<file path="config.mk">
export PLATFORM = sky130hd
export DESIGN_NAME = antidroop_seq_ctrl
export DESIGN_NICKNAME = d
export VERILOG_FILES = /design/src/rtl/antidroop_seq_ctrl.sv
export SDC_FILE = /design/constraint.sdc
export NUM_CORES = 1
export LEC_CHECK = 0
export ABC_AREA = 1
export CAP_MARGIN = 20
export CORE_UTILIZATION = 52
export CTS_CLUSTER_SIZE = 20
export DETAILED_ROUTE_END_ITERATION = 16
export GPL_TIMING_DRIVEN = 0
export PLACE_DENSITY = 0.8
export SYNTH_ARGS = -nofsm -noshare
export SYNTH_HDL_FRONTEND = slang
export SYNTH_SLANG_ARGS = --single-unit
</file>
<file path="constraint.sdc">
create_clock -name clk -period 2.1 [get_ports clk]
set_input_delay 0.21 -clock clk [delete_from_list [all_inputs] [get_ports clk]]
set_output_delay 0.21 -clock clk [all_outputs]
set_load 0.05 [all_outputs]
</file>
<file path="src/rtl/antidroop_seq_ctrl.sv">
// Per-pulse sequencer and configuration controller for the anti-droop IIR stage.
// Synchronizes the beam trigger, steps IDLE/ARMED/CLEAR/ACTIVE, defers host
// tap-weight updates to pulse boundaries and counts IIR overflow inside the
// measurement window.
// Optional build macro: ANTIDROOP_AUTO_BACKOFF_EN halves the active weight after
// any pulse whose window saw an overflow-count increment.
module antidroop_seq_ctrl #(
   parameter int WIN_LEN  = 164,
   parameter int CNT_W    = 16,
   parameter int WEIGHT_W = 7
) (
   input  logic                       clk,
   input  logic                       rst_n,
   input  logic                       enable,
   input  logic                       trig,
   input  logic                       cfg_acc_clr,
   input  logic signed [WEIGHT_W-1:0] cfg_weight,
   input  logic                       cfg_valid,
   output logic                       cfg_ready,
   input  logic                       oflow_clr,
   input  logic                       iir_oflow,
   output logic                       iir_trig,
   output logic                       iir_accClr_en,
   output logic signed [WEIGHT_W-1:0] iir_tapWeight,
   output logic                       window,
   output logic                       oflow_sticky,
   output logic [CNT_W-1:0]           oflow_cnt,
   output logic [CNT_W-1:0]           pulse_cnt,
   output logic                       trig_missed
);

   typedef enum logic [1:0] {IDLE, ARMED, CLEAR, ACTIVE} state_t;

   localparam int            CW       = $clog2(WIN_LEN + 2);
   localparam logic [CW-1:0] LAST_ACT = CW'(WIN_LEN - 1);

   state_t                       state, state_nx;
   logic [CW-1:0]                phase_cnt;
   logic                         trig_p0, trig_p1, trig_p2;
   logic                         trig_rise;
   logic                         enter_clear, pulse_end;
   logic                         oflow_hit, oflow_step;
   logic                         xfer, commit;
   logic                         shadow_full;
   logic signed [WEIGHT_W-1:0]   shadow;

   assign trig_rise  = trig_p1 & ~trig_p2;
   assign oflow_hit  = (state == ACTIVE) && iir_oflow;
   assign oflow_step = oflow_hit && !oflow_clr && (oflow_cnt != '1);
   assign xfer       = cfg_valid & cfg_ready;
   assign commit     = shadow_full && ((state == IDLE) || enter_clear);

   // Trigger synchronizer (p0/p1) followed by the edge-detect register (p2)
   always_ff @(posedge clk or negedge rst_n) begin
      if (!rst_n) begin
         trig_p0 <= 1'b0;
         trig_p1 <= 1'b0;
         trig_p2 <= 1'b0;
      end else begin
         trig_p0 <= trig;
         trig_p1 <= trig_p0;
         trig_p2 <= trig_p1;
      end
   end

   // State register
   always_ff @(posedge clk or negedge rst_n) begin
      if (!rst_n) state <= IDLE;
      else        state <= state_nx;
   end

   // Next-state logic; losing enable overrides every other transition
   always_comb begin
      state_nx    = state;
      enter_clear = 1'b0;
      pulse_end   = 1'b0;
      case (state)
         IDLE:    if (enable) state_nx = ARMED;
         ARMED:   if (trig_rise) state_nx = CLEAR;
         CLEAR:   if (phase_cnt == CW'(1)) state_nx = ACTIVE;
         ACTIVE:  if (phase_cnt == LAST_ACT) state_nx = ARMED;
         default: state_nx = IDLE;
      endcase
      if (!enable) state_nx = IDLE;
      enter_clear = (state == ARMED)  && (state_nx == CLEAR);
      pulse_end   = (state == ACTIVE) && (state_nx == ARMED);
   end

   // Cycle counter for the CLEAR and ACTIVE phases, restarted on every transition
   always_ff @(posedge clk or negedge rst_n) begin
      if (!rst_n)                                     phase_cnt <= '0;
      else if (state_nx != state)                     phase_cnt <= '0;
      else if ((state == CLEAR) || (state == ACTIVE)) phase_cnt <= phase_cnt + CW'(1);
   end

   // Registered IIR strobes, window flag, accumulator-clear copy and pulse counter
   always_ff @(posedge clk or negedge rst_n) begin
      if (!rst_n) begin
         iir_trig      <= 1'b0;
         window        <= 1'b0;
         iir_accClr_en <= 1'b0;
         pulse_cnt     <= '0;
      end else begin
         iir_trig <= (state_nx == CLEAR);
         window   <= (state_nx == ACTIVE);
         if ((state == IDLE) || (state == ARMED)) iir_accClr_en <= cfg_acc_clr;
         if (enter_clear) pulse_cnt <= pulse_cnt + CNT_W'(1);
      end
   end

   // Overflow monitor and missed-trigger flag; host clear beats a same-cycle set
   always_ff @(posedge clk or negedge rst_n) begin
      if (!rst_n) begin
         oflow_cnt    <= '0;
         oflow_sticky <= 1'b0;
         trig_missed  <= 1'b0;
      end else if (oflow_clr) begin
         oflow_cnt    <= '0;
         oflow_sticky <= 1'b0;
         trig_missed  <= 1'b0;
      end else begin
         if (oflow_step) oflow_cnt <= oflow_cnt + CNT_W'(1);
         if (oflow_hit) oflow_sticky <= 1'b1;
         if (trig_rise && (state != ARMED)) trig_missed <= 1'b1;
      end
   end

   // Shadow data register; only loaded on a handshake so it needs no reset
   always_ff @(posedge clk) begin
      if (xfer) shadow <= cfg_weight;
   end

   // Handshake control: ready falls on capture and returns one cycle after commit
   always_ff @(posedge clk or negedge rst_n) begin
      if (!rst_n) begin
         shadow_full <= 1'b0;
         cfg_ready   <= 1'b0;
      end else begin
         if (xfer)        shadow_full <= 1'b1;
         else if (commit) shadow_full <= 1'b0;
         cfg_ready <= xfer ? 1'b0 : ~shadow_full;
      end
   end

`ifdef ANTIDROOP_AUTO_BACKOFF_EN
   logic pulse_inc;

   function automatic logic signed [WEIGHT_W-1:0] backoff(input logic signed [WEIGHT_W-1:0] w);
      logic signed [WEIGHT_W-1:0] s;
      s = w >>> 1;
      if (&s) s = '0;
      return s;
   endfunction

   // Remembers whether the current pulse incremented the overflow count
   always_ff @(posedge clk or negedge rst_n) begin
      if (!rst_n)          pulse_inc <= 1'b0;
      else if (enter_clear) pulse_inc <= 1'b0;
      else if (oflow_step)  pulse_inc <= 1'b1;
   end

   // Active weight: pending shadow commits, otherwise halve after an overflowing pulse
   always_ff @(posedge clk or negedge rst_n) begin
      if (!rst_n)                                  iir_tapWeight <= '0;
      else if (commit)                             iir_tapWeight <= shadow;
      else if (pulse_end && (pulse_inc || oflow_step)) iir_tapWeight <= backoff(iir_tapWeight);
   end
`else
   // Active weight changes only through a shadow commit
   always_ff @(posedge clk or negedge rst_n) begin
      if (!rst_n)      iir_tapWeight <= '0;
      else if (commit) iir_tapWeight <= shadow;
   end
`endif

endmodule

</file>
==> results of run 1 <==
## area by class of cell
class                      count  area [um2]
tap                           75        93.8
clock inverter                 4        98.8
inverter                      36         140
buffer                         5        42.5
multi-input combinational    268        1330
fill                         457        1770
sequential                    66        1690
clock buffer                  12         155
timing repair buffer          60         606
## metrics by stage
step	utilization (%)	power, uW	setup TNS [ns]
floorplan	-	2180	0
global placement	65.4	2500	-58.10
detailed placement	65.7	2540	0
CTS	70.1	3870	0
global route	70.1	4000	0
finish	70.1	3850	0
## Yosys cell counts, drive strengths merged
| library cell | instances | area share (%) |
|---|---|---|
| o21a | 1 | 0.23 |
| nand3 | 26 | 4.2 |
| nor3 | 10 | 1.6 |
| xnor2 | 7 | 1.9 |
| inv | 35 | 4.3 |
| nand4 | 10 | 2.2 |
| nor3b | 1 | 0.23 |
| nand3b | 3 | 0.70 |
| nand2 | 119 | 14 |
| xor2 | 22 | 6.0 |
| dfrtp | 59 | 46 |
| clkinv | 1 | 0.12 |
| nor2 | 49 | 5.9 |
| o21ai | 14 | 2.5 |
| a21oi | 2 | 0.31 |
| edfxtp | 7 | 6.6 |
| buf | 5 | 1.3 |
| ha | 4 | 1.6 |
## registers in the layout, summed over array words and instances (netlist names), 2 cells and up
name and cells:
shadow 7, iir_tapWeight 7, pulse_cnt 16, phase_cnt 8, state 2, oflow_cnt 16
## cells by family (layout without fill, tap and decap cells)
logic type,after synthesis,count (layout),synth area share [%]
fa+ha+maj,4,4,1.56
simple gates,218,218,29.0
flops,66,66,52.7
compound gates,17,17,3.09
xor+xnor,29,29,7.94
buf+inv,41,117,5.71
## metal layers
metal | wire length, um | global-route usage [%] | vias to the layer above | part of all wire [%]
met5 | 0 | 0 | - | 0
met4 | 69 | 8.57 | 0 | 1.0
met3 | 267 | 4.43 | 6 | 4.0
met2 | 3380 | 40.0 | 62 | 51
met1 | 2970 | 29.3 | 1239 | 44
li1 | - | - | 1328 | -
## report_power, final
| group | total (uW) | internal (uW) | switching (uW) |
|---|---|---|---|
| Clock | 1340 | 857 | 481 |
| Sequential | 1550 | 1450 | 102 |
| Combinational | 962 | 308 | 654 |
## worst max-delay path: stages (launching register included)
cell and delay (ns):
dfrtp_1 0.49, ha_1 0.28, nand3_2 0.13, inv_1 0.15
nand2_1 0.11, o21ai_4 0.23, nand2_4 0.14, inv_6 0.11
buf_12 0.12, o21ai_0 0.07
## worst paths after layout
| check | startpoint | to | depth (start not counted) |
|---|---|---|---|
| min | oflow_clr | oflow_cnt[8] | 2 |
| min in group asynchronous | rst_n | pulse_cnt[13] | 2 |
| min reg2reg | trig_p0 | trig_p1 | 0 |
| max in group asynchronous | rst_n | oflow_cnt[3] | 3 |
| max | oflow_cnt[0] | oflow_cnt[13] | 9 |
| max reg2reg | oflow_cnt[0] | oflow_cnt[13] | 9 |
==> results by stage, run 1 <==
Outcome:
- The flow ran to the end, and the final reports show no timing, DRC or antenna violations.

Clocking:
- At the later pin of the worst-skew pair, clock insertion delay measures between 0.3 and 0.4 ns.
- The H-tree was split into 3 levels.
- After clock tree synthesis, the flow added hold-fix buffers numbering 1.
- The clock net in this run drives a total of 66 sinks.
- The largest buffer count on any clock path is 2.
- Clock tree synthesis selected as its root buffer the cell clkbuf_8.
- The setup fix buffers added after clock tree synthesis is 0.
- Clock tree synthesis inserted a total of 9 buffers.
- The post-cts resize count is 0.
- The TritonCTS clock tree is built.
- The clock transition at the registers of the reported paths is approximately 0.07 ns.

Place:
- The count of input and output buffers is slightly below 60.
- The placed cell count is 509.
- The congestion estimate from routability-driven global placement came to 0.894.
- Detailed placement finished with a half-perimeter wire length of 4.81 mm.
- The standard cell area after detailed placement is 3890 um2.
- Timing analysis after detailed placement gives a worst setup slack of 0.142 ns.

Finish:
- Cells with a size suffix above 1 make up a little under 7% of the layout.
- 0 antenna diodes ended up in the layout.
- Relative to the synthesized area, the layout overhead comes to 29.8%.
- Once layout is complete, the cells apart from fillers number 526.
- The library cell used most frequently in the layout, excluding fill and tap cells, is nand2_1.
- In the layout the commonest cells are nand2_1 (118), dfrtp_1 (59), clkdlybuf4s50_1 (57).
- The design area is 4150 um2.
- The net count of the finished layout is roughly 470.

Worst setup path:
- Data on the critical path arrives at its endpoint at 2.15 ns.
- The maximum fanout along the worst path is 10.
- The worst setup path is captured at a flop.
- The critical path required time is approximately 2.3 ns.
- STA classifies the critical path startpoint as a flop.
- The setup check on the worst reg-to-reg path leaves a slack of 0.17 ns.
- The kind of critical path is reg -> reg.

STA:
- The final period demand of the worst path is approximately 1.9 ns.
- Setup repair after global routing left no endpoint under its margin.
- The pin slew with the least headroom to its limit is 0.617 ns.
- The worst pin sits at a relative slew slack of between 50% and 60%.
- The worst path meets setup with 0.170 ns of slack.
- After layout, the worst path uses 91.9% of the clock period.
- The number of endpoints with negative hold slack in the final report is 0.
- The top achievable clock speed is about 520 MHz.
- Setup violations remaining at the end of the flow were counted as 0.
- The worst hold slack across all endpoints is 0.165 ns.
- Clock skew on the completed layout was measured at 0.00792 ns.
- The count of final max-slew check failures is 0.

Synthesis:
- The Yosys warning count is 0.
- After synthesis, the mean cell area works out to around 8.5 um2.
- The synthesized netlist net count is 394.
- The instance count of the mapped netlist is ~380.
- The netlist area before placement is about 3200 um2.
- The total of flip-flops plus latches after synthesis is between 60 and 70.
- The fraction of the yosys area taken by sequential cells is 52.7%.
- The synthesized netlist contains 28 unique library cells.

Detailed routing:
- After detailed routing, the number of remaining DRC violations is 0.
- The count of vias placed by the detailed router is 2635.
- The count of nets left with antenna violations after detail routing is 0.
- The first-pass iteration count of the detailed router is 4.
- The final layout contains routed wiring with a total length of around 6.7 mm.
- The post-detailed-route wirelength per cell is roughly 13 um.
- Dividing the detail-routed via count by the number of cells gives 5.01.
- The first routing iteration left 100 violations.

Global route:
- The largest net degree at the start of global routing is 34.
- The total routing resource utilization after global routing is 23.4%.
- The first global-routing pass estimated around 11 mm of wire.
- The via count of the first global-routing pass is 2509.
- The number of antenna violations at the first check in global routing is 0.
- After global routing the overflow that remains totals 0.

Floorplan:
- For this design the top-level I/O count stands at 60.
- The area inside the core boundary is 5920 um2.
- The die boundary height is slightly above 80 um.
- The placement row count is 28.
- Once the floorplan was initialized, standard cells occupied ~54% of the core.
- In this run the horizontal extent of the chip is between 80 and 90 um.
- The full die area is approximately 6500 um2.

Run:
- Max-cap violations in this run came to 0.

Worst hold path:
- The min-delay analysis places its worst path in the category in -> reg.

Power and ir drop:
- The areal power density over the cells is 927 nW/um2.
- VDD sags by at most between 0.6 and 0.7 mV.
- For this design the static power due to leakage is about 0.0019 uW.
Note: power is estimated with default switching activity, not from simulation.
==> inputs of run 2 (changes only) <==
--- a/config.mk
+++ b/config.mk
@@ -11,7 +11,8 @@
 export CTS_CLUSTER_SIZE = 20
 export DETAILED_ROUTE_END_ITERATION = 16
 export GPL_TIMING_DRIVEN = 0
-export PLACE_DENSITY = 0.8
+export PLACE_DENSITY = 0.79
+export RECOVER_POWER = 25
 export SYNTH_ARGS = -nofsm -noshare
 export SYNTH_HDL_FRONTEND = slang
 export SYNTH_SLANG_ARGS = --single-unit
==> run 2 against run 1 <==
Compared with the run above: flip-flop and latch count unchanged; combinational power decreased by 1%; critical path depth unchanged; cell area decreased by 0.66%; cell count unchanged; clock skew decreased by 0.0027 ns.
==> results by stage, run 2 (synthesized netlist as in run 1, its figures left out) <==
Global route:
- The global routing met2 resource utilization was 40.2% (was 40.0%).
- The via count of the first global-routing pass is 2572 (was 2509).
- The global-route congestion overflow total came to 0 (unchanged).
- The first-pass GRT wire length is 11.6 mm (was 11.4 mm).
- The number of antenna violations at the first check in global routing is 0 (unchanged).
- The total routing resource utilization after global routing is 23.9% (was 23.4%).
- The most crowded layer after global routing was met2 (unchanged).
- The global-route met1 utilization is 29.3% (about the same).
- The met3 track utilization from global routing came to 6.36% (was 4.43%).
- The largest net degree at the start of global routing is 42 (was 34).

STA:
- The maximum clock skew at final layout is 0.00519 ns (was 0.00792 ns).
- Setup repair after global routing missed its margin: false (unchanged).
- The pin slew with the least headroom to its limit is 0.950 ns (was 0.617 ns).
- The number of endpoints with negative hold slack in the final report is 0 (unchanged).
- The smallest setup slack after layout was 0.130 ns (was 0.170 ns).
- The final period demand of the worst path is 1.97 ns (was 1.93 ns).
- The final setup violation count is 0 (unchanged).
- The final critical-path share of the clock period came to 93.8% (was 91.9%).
- The relative slew slack was 36.7% (was 58.9%).
- The top achievable clock speed is 508 MHz (was 518 MHz).
- The count of final max-slew check failures is 0 (unchanged).

Finish:
- The design area is 4130 um2 (was 4150 um2).
- The number of nets in the finished design is 465 (unchanged).
- The share of cells above drive strength 1 is 6.65% (was 6.87%).
- The layout overhead on the synthesized area is 28.9% (was 29.8%).
- The most common cell after layout, fill and taps aside is nand2_1 (unchanged).
- Largest registers in the final layout: oflow_cnt: 16 flops, pulse_cnt: 16 flops, phase_cnt: 8 flops (unchanged).
- The post-layout instance count excluding filler cells came to 526 (unchanged).
- The total inserted antenna cells is 0 (unchanged).
- Commonest non-fill, non-tap cells in the layout: nand2_1 (118), dfrtp_1 (59), clkdlybuf4s50_1 (49) (was nand2_1 (118), dfrtp_1 (59), clkdlybuf4s50_1 (57)).

Detailed routing:
- The total length of routed wires was 6.68 mm (about the same).
- The count of vias placed by the detailed router is 2693 (was 2635).
- The first-pass iteration count of the detailed router is 4 (unchanged).
- The post-detailed-route DRC marker count is 0 (unchanged).
- The vias per cell is 5.12 (was 5.01).
- The initial detailed-routing violation count came to 128 (was 100).
- The post-detailed-route wirelength per cell was 12.7 um (about the same).
- The count of nets left with antenna violations after detail routing is 0 (unchanged).

Floorplan:
- The placement row count is 28 (unchanged).
- The width of the die is 80.4 um (unchanged).
- The area inside the core boundary is 5920 um2 (unchanged).
- The die boundary height is 80.4 um (unchanged).
- The full die area is 6470 um2 (unchanged).
- The effective utilization at floorplan is 54.0% (unchanged).
- The count of pins on the block boundary is 60 (unchanged).

Outcome:
- Outcome: completed (unchanged).

Worst setup path:
- The family with the most delay on the worst path is flip-flops (unchanged).
- Crit-path cells: ha_1 -> nand3_2 -> inv_1 -> nand2_1 -> o21ai_4 -> nand2_4 -> inv_6 -> buf_12 -> o21ai_0 (unchanged).
- The kind of critical path is reg -> reg (unchanged).
- The maximum fanout along the worst path is 10 (unchanged).
- The library cell contributing the largest single delay on the critical path is dfrtp_1 (unchanged).
- The critical path required time is 2.32 ns (about the same).
- The count of buffering cells on the critical path with inverters included is 3 (unchanged).
- The arrival time of the worst setup path is 2.19 ns (was 2.15 ns).
- The kind of end point of the critical path is a flop (unchanged).
- The critical path launch point type is a flop (unchanged).
- The maximum cell stage delay along the critical path came to 0.49 ns (about the same).

Clocking:
- The root cell of the clock tree is clkbuf_8 (unchanged).
- The TritonCTS sink count is 66 (unchanged).
- The number of H-tree levels is 3 (unchanged).
- The TritonCTS clock tree is built (unchanged).
- The setup fix buffers added after clock tree synthesis came to 0 (unchanged).
- The post-cts resize count is 0 (unchanged).
- The clock transition at the registers of the reported paths is 0.07 ns (about the same).
- The source-to-sink clock delay at the later pin of the worst-skew pair is 0.34 ns (about the same).
- The largest buffer count on any clock path is 2 (unchanged).
- The total clock buffers created by CTS was 9 (unchanged).

Place:
- The post-detailed-placement half-perimeter wirelength is 4.78 mm (was 4.81 mm).
- The count of input and output buffers came to 58 (unchanged).
- The global placer's final weighted congestion is 0.872 (was 0.894).
- The post-place setup slack is 0.166 ns (was 0.142 ns).
- The standard cell area after detailed placement came to 3890 um2 (unchanged).
- The placed cell count is 509 (unchanged).

Run:
- The count of maximum capacitance violations is 0 (unchanged).

Power and ir drop:
- The worst ir drop on vdd came to 0.793 mV (was 0.688 mV).
- The sum of internal, switching and leakage power was 3780 uW (was 3850 uW).
- The leakage power total came to 0.00188 uW (was 0.00189 uW).
- The areal power density over the cells is 916 nW/um2 (was 927 nW/um2).

Worst hold path:
- The class of the worst hold path is in -> reg (unchanged).
==> run 2: timing repair <==
action                                  CTS  global route
hold buffers                              1             0
endpoints found under the setup margin    0             0
hold endpoints to repair                 18             0
==> run 2: worst paths after layout <==
kind                         startpoint            end  slack (ns)  cells after the start
max                        oflow_cnt[0]  oflow_cnt[14]        0.13                      9
min                           oflow_clr    trig_missed        0.16                      2
max reg2reg                oflow_cnt[0]  oflow_cnt[14]        0.13                      9
min reg2reg                     trig_p0        trig_p1        0.36                      0
max in group asynchronous         rst_n   phase_cnt[2]        0.40                      3
min in group asynchronous         rst_n  pulse_cnt[15]        0.53                      2
==> run 2: through the flow <==
step                      setup TNS [ns]  utilization [%]  hold WS [ns]
after global routing                   0             69.7         0.165
after detailed placement               0             65.7         0.173
after CTS                              0             69.9         0.155
after global placement            -57.01             65.4         0.339
final                                  0             69.7         0.159
after floorplan                        0                -       -0.0856
==> run 2: worst reg2reg max path, delay by kind of cell (launching register included) <==
kind | cells | cell delay [ns]
AOI/OAI and AO/OA | 2 | 0.30
DFF | 1 | 0.49
buffers and inverters | 3 | 0.38
adders and majority gates | 1 | 0.30
and+or+nand+nor | 3 | 0.39
==> run 2: final cells by class <==
type | instances | area, um2
fill | 456 | 1800
timing repair buffer | 60 | 592
tap | 75 | 93.8
sequential | 66 | 1690
clock inverter | 7 | 116
inverter | 36 | 140
multi-input combinational | 268 | 1330
clock buffer | 9 | 124
buffer | 5 | 42.5
==> run 2: metal layers <==
| layer | vias up | routed length, um | part of all wire [%] |
|---|---|---|---|
| met1 | 1283 | 2970 | 45 |
| met2 | 67 | 3320 | 50 |
| met5 | - | 0 | 0 |
| met3 | 13 | 286 | 4.3 |
| met4 | 0 | 97 | 1.5 |
| li1 | 1330 | - | - |
==> run 2: power by group <==
part / switching (uW) / leakage (uW) / internal (uW) / total [uW]
sequential: 95.5 / 0.000849 / 1450 / 1540
combinational: 650 / 0.000911 / 301 / 951
clock: 499 / 0.000121 / 788 / 1290
==> inputs of run 3 (changes only) <==
--- a/config.mk
+++ b/config.mk
@@ -7,6 +7,7 @@
 export LEC_CHECK = 0
 export ABC_AREA = 1
 export CAP_MARGIN = 20
+export CORE_ASPECT_RATIO = 0.5
 export CORE_UTILIZATION = 52
 export CTS_CLUSTER_SIZE = 20
 export DETAILED_ROUTE_END_ITERATION = 16
==> run 3 against run 2 <==
Compared with the run above: combinational power barely moved; worst setup slack better by 0.060 ns; register-to-register slack improved by 0.06 ns; clock power is 12% higher; flip-flop and latch count is the same; hold slack improved by 0.024 ns; cell count is 0.38% lower; clock skew rose by 0.00071 ns; non-clock buffer count stayed put; fmax is 3.2% higher; largest cell class unchanged; highest routed layer unchanged.
==> results by stage, run 3 (synthesized netlist as in run 1, its figures left out) <==
Power and ir drop:
- The sum of internal, switching and leakage power is 3940 uW (was 3780 uW).
- The areal power density over the cells came to 941 nW/um2 (was 916 nW/um2).
- The leakage power total came to 0.00190 uW (was 0.00188 uW).
- The worst ir drop on vdd was 0.526 mV (was 0.793 mV).

STA:
- The final setup violation count is 0 (unchanged).
- The final period demand of the worst path is 1.91 ns (was 1.97 ns).
- The pin slew with the least headroom to its limit came to 0.899 ns (was 0.950 ns).
- The number of endpoints with negative hold slack in the final report was 0 (unchanged).
- The worst hold slack across all endpoints is 0.182 ns (was 0.159 ns).
- The maximum clock skew at final layout came to 0.00590 ns (was 0.00519 ns).
- The top achievable clock speed was 524 MHz (was 508 MHz).
- Setup repair after global routing missed its margin: false (unchanged).
- The relative slew slack is 40.0% (was 36.7%).
- The final critical-path share of the clock period is 90.9% (was 93.8%).
- The count of final max-slew check failures is 0 (unchanged).

Place:
- The standard cell area after detailed placement is 3890 um2 (about the same).
- The post-detailed-placement half-perimeter wirelength is 4.87 mm (was 4.78 mm).
- The count of input and output buffers was 58 (unchanged).
- The global placer's final weighted congestion came to 0.912 (was 0.872).

Finish:
- The fill cell instance count of the final layout is 415 (was 456).
- The share of cells above drive strength 1 was 6.65% (unchanged).
- The design area is 4190 um2 (was 4130 um2).
- The total inserted antenna cells is 0 (unchanged).
- The number of nets in the finished design came to 465 (unchanged).
- The layout overhead on the synthesized area is 30.8% (was 28.9%).
- Largest registers in the final layout: oflow_cnt: 16 flops, pulse_cnt: 16 flops, phase_cnt: 8 flops (unchanged).
- The register area is 1690 um2 (unchanged).
- The most common cell after layout, fill and taps aside is nand2_1 (unchanged).
- The area of the multi-input gates is 1330 um2 (about the same).
- Commonest non-fill, non-tap cells in the layout: nand2_1 (118), dfrtp_1 (59), clkdlybuf4s50_1 (49) (unchanged).

Worst setup path:
- The maximum cell stage delay along the critical path was 0.47 ns (was 0.49 ns).
- The count of buffering cells on the critical path with inverters included is 3 (unchanged).
- Crit-path cells: ha_2 -> nand3_2 -> inv_1 -> nand2_1 -> o21ai_4 -> nand2_4 -> inv_6 -> buf_12 -> o21ai_0 (was ha_1 -> nand3_2 -> inv_1 -> nand2_1 -> o21ai_4 -> nand2_4 -> inv_6 -> buf_12 -> o21ai_0).
- The kind of critical path is reg -> reg (unchanged).
- The critical path launch point type is a flop (unchanged).
- The arrival time of the worst setup path is 2.11 ns (was 2.19 ns).
- The library cell contributing the largest single delay on the critical path was dfrtp_1 (unchanged).
- The kind of end point of the critical path was a flop (unchanged).
- The critical path required time is 2.30 ns (was 2.32 ns).
- The maximum fanout along the worst path is 10 (unchanged).
- The family with the most delay on the worst path is flip-flops (unchanged).

Detailed routing:
- The post-detailed-route DRC marker count is 0 (unchanged).
- The count of nets left with antenna violations after detail routing is 0 (unchanged).
- The initial detailed-routing violation count was 146 (was 128).
- The first-pass iteration count of the detailed router is 4 (unchanged).
- The post-detailed-route wirelength per cell is 13.3 um (was 12.7 um).
- The count of vias placed by the detailed router is 2710 (was 2693).
- The vias per cell is 5.17 (was 5.12).
- The total length of routed wires is 6.94 mm (was 6.68 mm).

Clocking:
- The setup fix buffers added after clock tree synthesis was 0 (unchanged).
- The clock transition at the registers of the reported paths was 0.05 ns (was 0.07 ns).
- The source-to-sink clock delay at the later pin of the worst-skew pair is 0.33 ns (was 0.34 ns).
- The number of H-tree levels was 3 (unchanged).
- The largest buffer count on any clock path was 2 (unchanged).
- The TritonCTS clock tree is built (unchanged).
- The TritonCTS sink count is 66 (unchanged).
- The total clock buffers created by CTS is 9 (unchanged).
- The root cell of the clock tree was clkbuf_16 (was clkbuf_8).

Floorplan:
- The width of the die is 113 um (was 80.4 um).
- The full die area was 6490 um2 (was 6470 um2).
- The count of pins on the block boundary is 60 (unchanged).
- The effective utilization at floorplan came to 56.1% (was 54.0%).
- The placement row count is 19 (was 28).
- The area inside the core boundary is 5710 um2 (was 5920 um2).
- The die boundary height was 57.5 um (was 80.4 um).

Global route:
- The first-pass GRT wire length is 12.0 mm (was 11.6 mm).
- The largest net degree at the start of global routing came to 35 (was 42).
- The global-route congestion overflow total is 0 (unchanged).
- The total routing resource utilization after global routing is 24.5% (was 23.9%).
- The number of antenna violations at the first check in global routing is 0 (unchanged).
- The via count of the first global-routing pass was 2673 (was 2572).

Run:
- The count of maximum capacitance violations was 0 (unchanged).

Outcome:
- Outcome: completed (unchanged).

Worst hold path:
- The class of the worst hold path is in -> reg (unchanged).
-- run 3: cell types whose count changed in the layout (fill, tap and decap cells not counted), moves of 2 or more --
| cell | change |
|---|---|
| clkbuf_16 | +9 |
| clkinvlp_4 | +2 |
| bufinv_16 | -2 |
| clkbuf_8 | -9 |
-- run 3: what timing repair did --
| item | CTS | global route |
|---|---|---|
| resized for setup | 0 | 1 |
| hold buffers | 1 | 0 |
| hold endpoints to repair | 17 | 0 |
| setup endpoints to repair | 0 | 1 |
-- run 3: final timing paths --
kind	start	end	slack, ns	depth (start not counted)
min reg2reg	trig_p0	trig_p1	0.35	0
max reg2reg	oflow_cnt[0]	oflow_cnt[14]	0.19	9
min in group asynchronous	rst_n	oflow_cnt[5]	0.54	2
max	oflow_cnt[0]	oflow_cnt[14]	0.19	9
min	oflow_clr	oflow_cnt[0]	0.18	2
max in group asynchronous	rst_n	trig_p2	0.92	3
-- run 3: layer usage --
| layer | track usage [%] | wire length, um | up-vias |
|---|---|---|---|
| met5 | 0 | 0 | - |
| met4 | 9.59 | 112 | 0 |
| met3 | 7.86 | 381 | 12 |
| met2 | 42.9 | 3420 | 78 |
| met1 | 28.6 | 3030 | 1287 |
| li1 | - | - | 1333 |
-- run 3: power by group --
group / switching, uW / total, uW / leakage (uW) / internal, uW
sequential: 95.8 / 1550 / 0.000849 / 1450
combinational: 650 / 954 / 0.000915 / 305
clock: 531 / 1440 / 0.000134 / 907
-- run 3: layout make-up --
type	count	area share, %
sequential	66	40.3
multi-input combinational	268	31.8
timing repair buffer	60	14.5
clock buffer	10	5.47
inverter	36	3.35
tap	73	2.18
clock inverter	6	1.38
buffer	5	1.02
-- run 3: stage by stage --
stage               utilization (%)  TNS [ns]  setup WS [ns]  cells
floorplan                         -         0         0.0854    375
global placement               67.9    -58.01         -0.987    506
detailed placement             68.1         0          0.179    507
CTS                            73.3         0          0.151    524
global route                   73.4         0         0.0326    524
finish                         73.4         0          0.191    524
